==> src/rtl/multi_key_debounce.sv <==
// Multi-channel key debouncer: 2-flop synchroniser, tick-sampled stability filter,
// press/release edge pulses and a per-channel long-press / auto-repeat FSM.
module multi_key_debounce #(
   parameter int CHANNELS           = 4,
   parameter int CLK_HZ             = 50_000_000,
   parameter int SAMPLE_HZ          = 100,
   parameter int STABLE_SAMPLES     = 8,
   parameter int ACTIVE_LOW         = 1,
   parameter int LONG_PRESS_SAMPLES = 100,
   parameter int REPEAT_SAMPLES     = 20
) (
   input  logic                  Clk_50Mhz,
   input  logic                  Rst_n,
   input  logic [CHANNELS-1:0]   Raw,
   output logic [CHANNELS-1:0]   Cleaned,
   output logic [CHANNELS-1:0]   Press,
   output logic [CHANNELS-1:0]   Release,
   output logic [CHANNELS-1:0]   LongPress,
   output logic [CHANNELS-1:0]   Repeat,
   output logic                  SampleTick,
   output logic [2*CHANNELS-1:0] o_fsm_state
);

   localparam int DIV  = CLK_HZ / SAMPLE_HZ;
   localparam int PW   = (DIV > 1) ? $clog2(DIV) : 1;
   localparam int SW   = $clog2(STABLE_SAMPLES + 1);
   localparam int HMAX = (LONG_PRESS_SAMPLES > REPEAT_SAMPLES) ? LONG_PRESS_SAMPLES : REPEAT_SAMPLES;
   localparam int HW   = (HMAX > 0) ? $clog2(HMAX + 1) : 1;
   localparam logic [CHANNELS-1:0] SYNC_IDLE = (ACTIVE_LOW != 0) ? {CHANNELS{1'b1}} : {CHANNELS{1'b0}};

   typedef enum logic [1:0] {
      IDLE = 2'd0,
      HELD = 2'd1,
      RPT  = 2'd2
   } state_t;

   logic [PW-1:0]       r_presc;
   logic                w_tick;
   logic [CHANNELS-1:0] r_sync1;
   logic [CHANNELS-1:0] r_sync2;
   logic [CHANNELS-1:0] w_s;

   assign w_tick     = (r_presc == PW'(DIV - 1));
   assign SampleTick = w_tick;

   always_ff @(posedge Clk_50Mhz or negedge Rst_n) begin
      if (!Rst_n) begin
         r_presc <= '0;
      end else if (w_tick) begin
         r_presc <= '0;
      end else begin
         r_presc <= r_presc + PW'(1);
      end
   end

   // Synchroniser idles at the released level so a reset does not look like a press.
   always_ff @(posedge Clk_50Mhz or negedge Rst_n) begin
      if (!Rst_n) begin
         r_sync1 <= SYNC_IDLE;
         r_sync2 <= SYNC_IDLE;
      end else begin
         r_sync1 <= Raw;
         r_sync2 <= r_sync1;
      end
   end

   assign w_s = (ACTIVE_LOW != 0) ? ~r_sync2 : r_sync2;

   for (genvar c = 0; c < CHANNELS; c++) begin : g_ch
      logic [SW-1:0] r_stab;
      logic          r_clean;
      logic          r_press;
      logic          r_rel;
      logic          r_long;
      logic          r_rep;
      logic          w_flip;
      logic          w_rise;
      logic          w_fall;
      state_t        r_state;
      state_t        w_state_nxt;
      logic [HW-1:0] r_hold;
      logic [HW-1:0] w_hold_nxt;
      logic [HW-1:0] w_hold_inc;
      logic          w_long_nxt;
      logic          w_rep_nxt;

      // The count only advances on disagreeing ticks; the last one flips the level.
      assign w_flip = w_tick && (w_s[c] != r_clean) && (r_stab == SW'(STABLE_SAMPLES - 1));
      assign w_rise = w_flip && w_s[c];
      assign w_fall = w_flip && !w_s[c];

      always_ff @(posedge Clk_50Mhz or negedge Rst_n) begin
         if (!Rst_n) begin
            r_stab  <= '0;
            r_clean <= 1'b0;
            r_press <= 1'b0;
            r_rel   <= 1'b0;
         end else begin
            r_press <= w_rise;
            r_rel   <= w_fall;
            if (w_tick) begin
               if ((w_s[c] == r_clean) || w_flip) begin
                  r_stab <= '0;
               end else begin
                  r_stab <= r_stab + SW'(1);
               end
               if (w_flip) begin
                  r_clean <= w_s[c];
               end
            end
         end
      end

      assign w_hold_inc = (r_hold == {HW{1'b1}}) ? r_hold : r_hold + HW'(1);

      always_comb begin
         w_state_nxt = r_state;
         w_hold_nxt  = r_hold;
         w_long_nxt  = 1'b0;
         w_rep_nxt   = 1'b0;
         if (w_fall) begin
            w_state_nxt = IDLE;
            w_hold_nxt  = '0;
         end else begin
            case (r_state)
               IDLE: begin
                  if (w_rise) begin
                     w_state_nxt = HELD;
                     w_hold_nxt  = '0;
                  end
               end
               HELD: begin
                  if (w_tick && r_clean) begin
                     if ((LONG_PRESS_SAMPLES != 0) && (w_hold_inc == HW'(LONG_PRESS_SAMPLES))) begin
                        w_long_nxt  = 1'b1;
                        w_hold_nxt  = '0;
                        w_state_nxt = RPT;
                     end else begin
                        w_hold_nxt = w_hold_inc;
                     end
                  end
               end
               RPT: begin
                  if (w_tick) begin
                     if ((REPEAT_SAMPLES != 0) && (w_hold_inc == HW'(REPEAT_SAMPLES))) begin
                        w_rep_nxt  = 1'b1;
                        w_hold_nxt = '0;
                     end else begin
                        w_hold_nxt = w_hold_inc;
                     end
                  end
               end
               default: begin
                  w_state_nxt = IDLE;
                  w_hold_nxt  = '0;
               end
            endcase
         end
      end

      always_ff @(posedge Clk_50Mhz or negedge Rst_n) begin
         if (!Rst_n) begin
            r_state <= IDLE;
            r_hold  <= '0;
            r_long  <= 1'b0;
            r_rep   <= 1'b0;
         end else begin
            r_state <= w_state_nxt;
            r_hold  <= w_hold_nxt;
            r_long  <= w_long_nxt;
            r_rep   <= w_rep_nxt;
         end
      end

      assign Cleaned[c]            = r_clean;
      assign Press[c]              = r_press;
      assign Release[c]            = r_rel;
      assign LongPress[c]          = r_long;
      assign Repeat[c]             = r_rep;
      assign o_fsm_state[2*c +: 2] = r_state;
   end

endmodule

==> config.mk <==
export PLATFORM = sky130hd
export DESIGN_NAME = multi_key_debounce
export DESIGN_NICKNAME = d
export VERILOG_FILES = /design/src/rtl/multi_key_debounce.sv
export SDC_FILE = /design/constraint.sdc
export NUM_CORES = 1
export LEC_CHECK = 0
export BUFFER_PORTS_ARGS = -buffer_cell sky130_fd_sc_hd__buf_2
export CORE_UTILIZATION = 30
export CTS_CLUSTER_DIAMETER = 120
export DETAILED_ROUTE_END_ITERATION = 10
export GPL_ROUTABILITY_DRIVEN = 0
export PLACE_DENSITY = 0.52
export SLEW_MARGIN = 20
export SYNTH_ARGS = -nofsm -noshare
export SYNTH_HDL_FRONTEND = slang
export SYNTH_SLANG_ARGS = --single-unit
==> constraint.sdc <==
create_clock -name Clk_50Mhz -period 6.62 [get_ports Clk_50Mhz]
set_clock_uncertainty 0.05 [all_clocks]
set_input_delay 0.331 -clock Clk_50Mhz [delete_from_list [all_inputs] [get_ports Clk_50Mhz]]
set_output_delay 0.331 -clock Clk_50Mhz [all_outputs]
set_load 0.05 [all_outputs]
# After elaboration in Yosys (flattened, before gate mapping)
# Cells that the tools add are included.
# word_totals
regBits	99
inputBits	6
output_inout_bits	29
wordCells	231
# classes
add_sub_neg	9
n_eq_ne	53
mux	89
bitwise	1
reduce_logical	44
# op_table
cell	n
$mux W7	28
$pmux W7 S3	4
$eq A7 B7 Y1 const B	8
$ne A3 B3 Y1 const B	16
$mux W1	32
$mux W2	16
$add A7 B1 Y7 const B	4
$eq A7 B5 Y1 const B	4
$pmux W2 S3	4
$logic_and A1 B1 Y1	20
$add A19 B1 Y19 const B	1
$eq A19 B19 Y1 const B	1
$mux W19	1
$add A4 B1 Y4 const B	4
$eq A4 B3 Y1 const B	4
$mux W4	4
$reduce_and A4 Y1	4
$reduce_and A3 Y1	4
$eq A2 B1 Y1 const B	4
$eq A2 B2 Y1 const B	4
$logic_not A2 Y1	4
$ne A2 B2 Y1 const B	4
$reduce_and A2 Y1	4
$eq A1 B1 Y1	4
4 further kinds	13

# Depth between registers and ports, before layout
# depth
depth_word	8
ltp_mapped	10
depth_no_buf	8

# Worst setup path after synthesis
# OpenSTA, ideal clock, no wires.
# synth_timing
path_type	register to register
start	reg r_presc[6]
end	reg g_ch[1].r_stab[3]
setup_time_ps	96
arrival_time_ps	2335
required_ps	6474
setup_slack_ps	4139
stages_incl_launch_ff	9
n_path_buf	2
period_less_slack_ps	2481
cell_sequence	dfrtp_1 -> nor4b_2 -> nand3_1 -> or3_1 -> buf_2 -> inv_2 -> clkbuf_1 -> nand2_1 -> o31ai_1
# synth_via
elab_chain_cells	5
# synth_rtl
element	line	source
start, declared	37	logic [PW-1:0] r_presc;
start signal, assigned	52	r_presc <= r_presc + PW'(1);
$eq A19 B19 Y1 *	43	assign w_tick = (r_presc == PW'(DIV - 1));
net SampleTick	20	output logic SampleTick,
$logic_and A1 B1 Y1 (2 in series)	88	assign w_flip = w_tick && (w_s[c] != r_clean) && (r_stab == SW'(STABLE_SAMPLES - 1));
$logic_or A1 B1 Y1	102	if ((w_s[c] == r_clean) || w_flip) begin
$mux W4	102	
end signal, assigned	105	r_stab <= r_stab + SW'(1);
end, declared	70	logic [SW-1:0] r_stab;
# Mark *: on every way through the listed nets, which the timed path passes. The rest lies on a longest branch.
# A chain may end at the register's enable or synchronous reset.

# Worst setup path in the final report
# layout_timing
start	reg r_presc[6]
end	reg g_ch[0].r_hold[1]
# layout_via
elab_chain_cells	6
elab_cells_between_ends	11
classes_between	eq/ne (4); mux (1); reduce/logical (6)
# layout_rtl
element	line	source
$eq A19 B19 Y1 *	43	
$logic_and A1 B1 Y1 (2 in series)	88	
$logic_and A1 B1 Y1 (on tied branches)	90, 89	
$ne A3 B3 Y1 (no line)	n/a	
$reduce_and A3 Y1 (no line)	n/a	
end signal, assigned	169	r_hold <= w_hold_nxt;
end, declared	81	logic [HW-1:0] r_hold;
# Every way passes the cells marked *; elsewhere a longest branch is shown, timed or not.

==> results by group <==
Run status
  – Status: completed

Layout
  – Final std cells w/o fill: between 800 and 900
  – Nets@finish: 651
  – Multi-input logic area: 0.00282 sq mm
  – Sequential cell area: 0.00249 sq mm
  – Diode count: 0
  – Layout cells sized above 1: 11.8%
  – # fillers: 1854
  – Area delta synth->final: 9.51%
  – Final core occ: about a third

STA
  – Slew Limit Fails: 0
  – Final Critical Period: 3.40 ns
  – Setup_tns: 0 ns
  – Final setup vio count: 0
  – Period utilization: 51.4%
  – Hold Vio Cnt, Final: 0
  – RSZ-0062 raised after global routing: no
  – Peak Freq: 294 MHz
  – Slew headroom: 38.3%
  – Worst-margin pin slew: about 0.9 ns

Floorplan
  – Initial core utilization: 31.0%
  – Die X: 139 microns
  – CORE AREA: 0.0183 sq mm
  – Die Ht: ~140 microns
  – Cell Rows: 49
  – Die area: 0.0195 sq mm
  – # IOs: 35

Worst setup path
  – Critical path class: reg2reg
  – FF-to-FF path depth: 8
  – Worst endpoint data arrival time: 3.60 ns
  – Nature of the critical path startpoint: register
  – WP data required: 6.81 ns
  – CP endpoint kind: register
  – CP Max Fanout: 16

Clock tree
  – CTS sink count: just under 100
  – CTS tree: done
  – Total CTS buffers: 9
  – Root Driver: clkbuf_16
  – Cts-stage hold buffer count: 1
  – Latest clock arrival within the worst-skew pair: between 0.3 and 0.4 ns
  – Htree depth: 3
  – Clk slew on worst S/H paths: ~0.080 ns
  – Post-cts gate resize count: 0
  – Clock Tree Buf Depth: 2
  – # Post-CTS Setup Buffers: 0

Routing
  – First DRT Iteration DRCs: 300
  – DR vias/cell: 5.13
  – Via count: around 4400
  – Post-route ant nets: 0
  – Detailed-route DRC error count: 0
  – DRT Pass-1 Iters: 5
  – Final WL: approximately 12000 microns
  – Routed wire per std cell: 13.8 microns

Synth
  – Cells after synthesis: 626
  – Largest area contributor in the netlist: dfrtp_1
  – Post-synth top cells: dfrtp_1, nand2_1, a21oi_1
  – Synthesized cell area: 0.00567 sq mm
  – Top cells by area, synth: dfrtp_1, ha_1, a21oi_1
  – Synth cell types: 59
  – Ys Warns: 0
  – Count leader, synth: dfrtp_1
  – Async SR Flop Fraction: 100%
  – Mapped Avg Cell Area: 9.06 sq um
  – Main synth FF type: dfrtp_1
  – Sequential-to-total area share from yosys stat: 43.9%
  – Syn Nets: 657
  – Share of the synthesized area in the top cell type: 40.2%
  – FF+latch count, synth: 99
  – Post-synth EDFFs: 0

Hold path
  – Worst hold path depth: 1
  – Min-Delay Path Class: in2reg

Flow run
  – Max-cap violation count: 0

Power and ir drop
  – Peak supply drop: 0.000107 V
  – PD cells: about 200 mW/mm^2
  – Leak Pwr: 2.74 nW

Placement
  – Port-buffer cells: 34
  – HPWL after detailed placement: 8250 microns
  – Dpl cells: 837

Global route
  – Global-route wire length before repair: slightly above 20000 microns
  – Total GRT Usage: 13.0%
  – Busiest grt layer: met2
  – Met3 Use GR: roughly 1.9%
  – Largest net degree at the start of global routing: 61
  – Vias in the first global route: 4235
  – Grt ovf: 0
  – Routing usage on met2: 20.7%
  – GRT met1 Usage: about 17%
  – Antenna violations before repair: 0
cells in the final DEF (no fill, tap or decap), types with 6 or more instances in the layout:
cell       synthesis  final
and3_1            16     16
buf_2              7     33
nor3_1            12     11
nor4_1             6      6
nor2_1            42     42
o21ai_0           35     35
inv_1             19     19
dfstp_2            8      8
nor2b_1            8      8
and2_1             6      6
nand3_1           44     44
xor2_1            16     16
a22o_1             7      7
ha_1              25     25
nor3b_1            6      6
a21oi_1           48     48
nand2_1           64     64
dfrtp_1           91     91
o31ai_1            7      7
nand2b_1           6      6
a31oi_1            6      6
xnor2_1           16     16
clkbuf_16          0      9
nand4_1           13     13
where the power goes:
group	switching, mW	internal [mW]	total (mW)	leakage [nW]
clock network	0.246	0.346	0.593	0.165
logic	0.0148	0.00358	0.0183	1.24
registers	0.00263	0.609	0.612	1.34
cell type report:
class,count,area share [%]
multi-input combinational,452,45.4
sequential,99,40.0
tap,229,4.61
clock buffer,10,3.85
timing repair buffer,38,3.30
clock inverter,6,1.57
inverter,20,1.21
critical path, cell delays in order, from the launching register on:
cell and delay, ns:
dfrtp_1 0.42, nor4b_2 0.29, nand3_1 0.16, or3_1 0.65
inv_2 0.37, nand3_1 0.11, a21oi_1 0.76, o21ai_1 0.20
a32o_1 0.26
worst paths after layout:
kind / from / end / slack (ns)
max in group asynchronous: Rst_n / g_ch[2].r_stab[3]$_DFFE_PN0N_ / 4.92
worst max register to register: r_presc[6]$_DFF_PN0_ / g_ch[0].r_hold[1]$_DFFE_PN0P_ / 3.22
worst min register to register: r_sync1[1]$_DFF_PN1_ / r_sync2[1]$_DFF_PN1_ / 0.30
min in group asynchronous: Rst_n / g_ch[1].r_state[0]$_DFFE_PN0P_ / 0.44
worst max-delay path: r_presc[6]$_DFF_PN0_ / g_ch[0].r_hold[1]$_DFFE_PN0P_ / 3.22
worst min-delay path: Raw[3] / r_sync1[3]$_DFF_PN1_ / 0.02
cell families (layout without fill, tap and decap cells):
logic type               count (synthesis)  in the layout  synth area share [%]
AND/OR/NAND/NOR                        253            253                  23.4
AO/OA/AOI/OAI                          139            139                  15.2
flip-flops                              99             99                  43.9
buffers and inverters                   75             74                  6.51
XOR/XNOR                                32             32                  4.94
adder cells (fa/ha/maj)                 25             25                  5.52
multiplexers                             3              3                 0.574
registers in the layout, indices dropped and copies added, names as in the netlist:
| signal | flops |
|---|---|
| g_ch.r_clean | 4 |
| g_ch.r_stab | 16 |
| g_ch.r_state | 8 |
| g_ch.r_rel | 4 |
| g_ch.r_hold | 28 |
| r_sync1 | 4 |
| r_presc | 19 |
| g_ch.r_press | 4 |
| r_sync2 | 4 |
| g_ch.r_long | 4 |
| g_ch.r_rep | 4 |
routing by layer:
layer / wire, microns / part of all wire, %
met5: 0 / 0
met4: 265 / 2.2
met3: 296 / 2.5
met2: 5550 / 47
met1: 5710 / 48
stage by stage:
step | hold slack (ns) | instance area, sq um | setup slack (ns) | power, mW
after floorplan | -0.0146 | 5670 | 4.14 | 0.626
after global placement | 0.296 | 5860 | 3.34 | 0.642
after detailed placement | 0.297 | 5860 | 3.20 | 0.642
after CTS | 0.00754 | 6210 | 3.18 | 1.24
after global routing | 0.0109 | 6210 | 2.90 | 1.26
final | 0.0212 | 6210 | 3.22 | 1.22
Note: power is estimated with default switching activity, not from simulation.
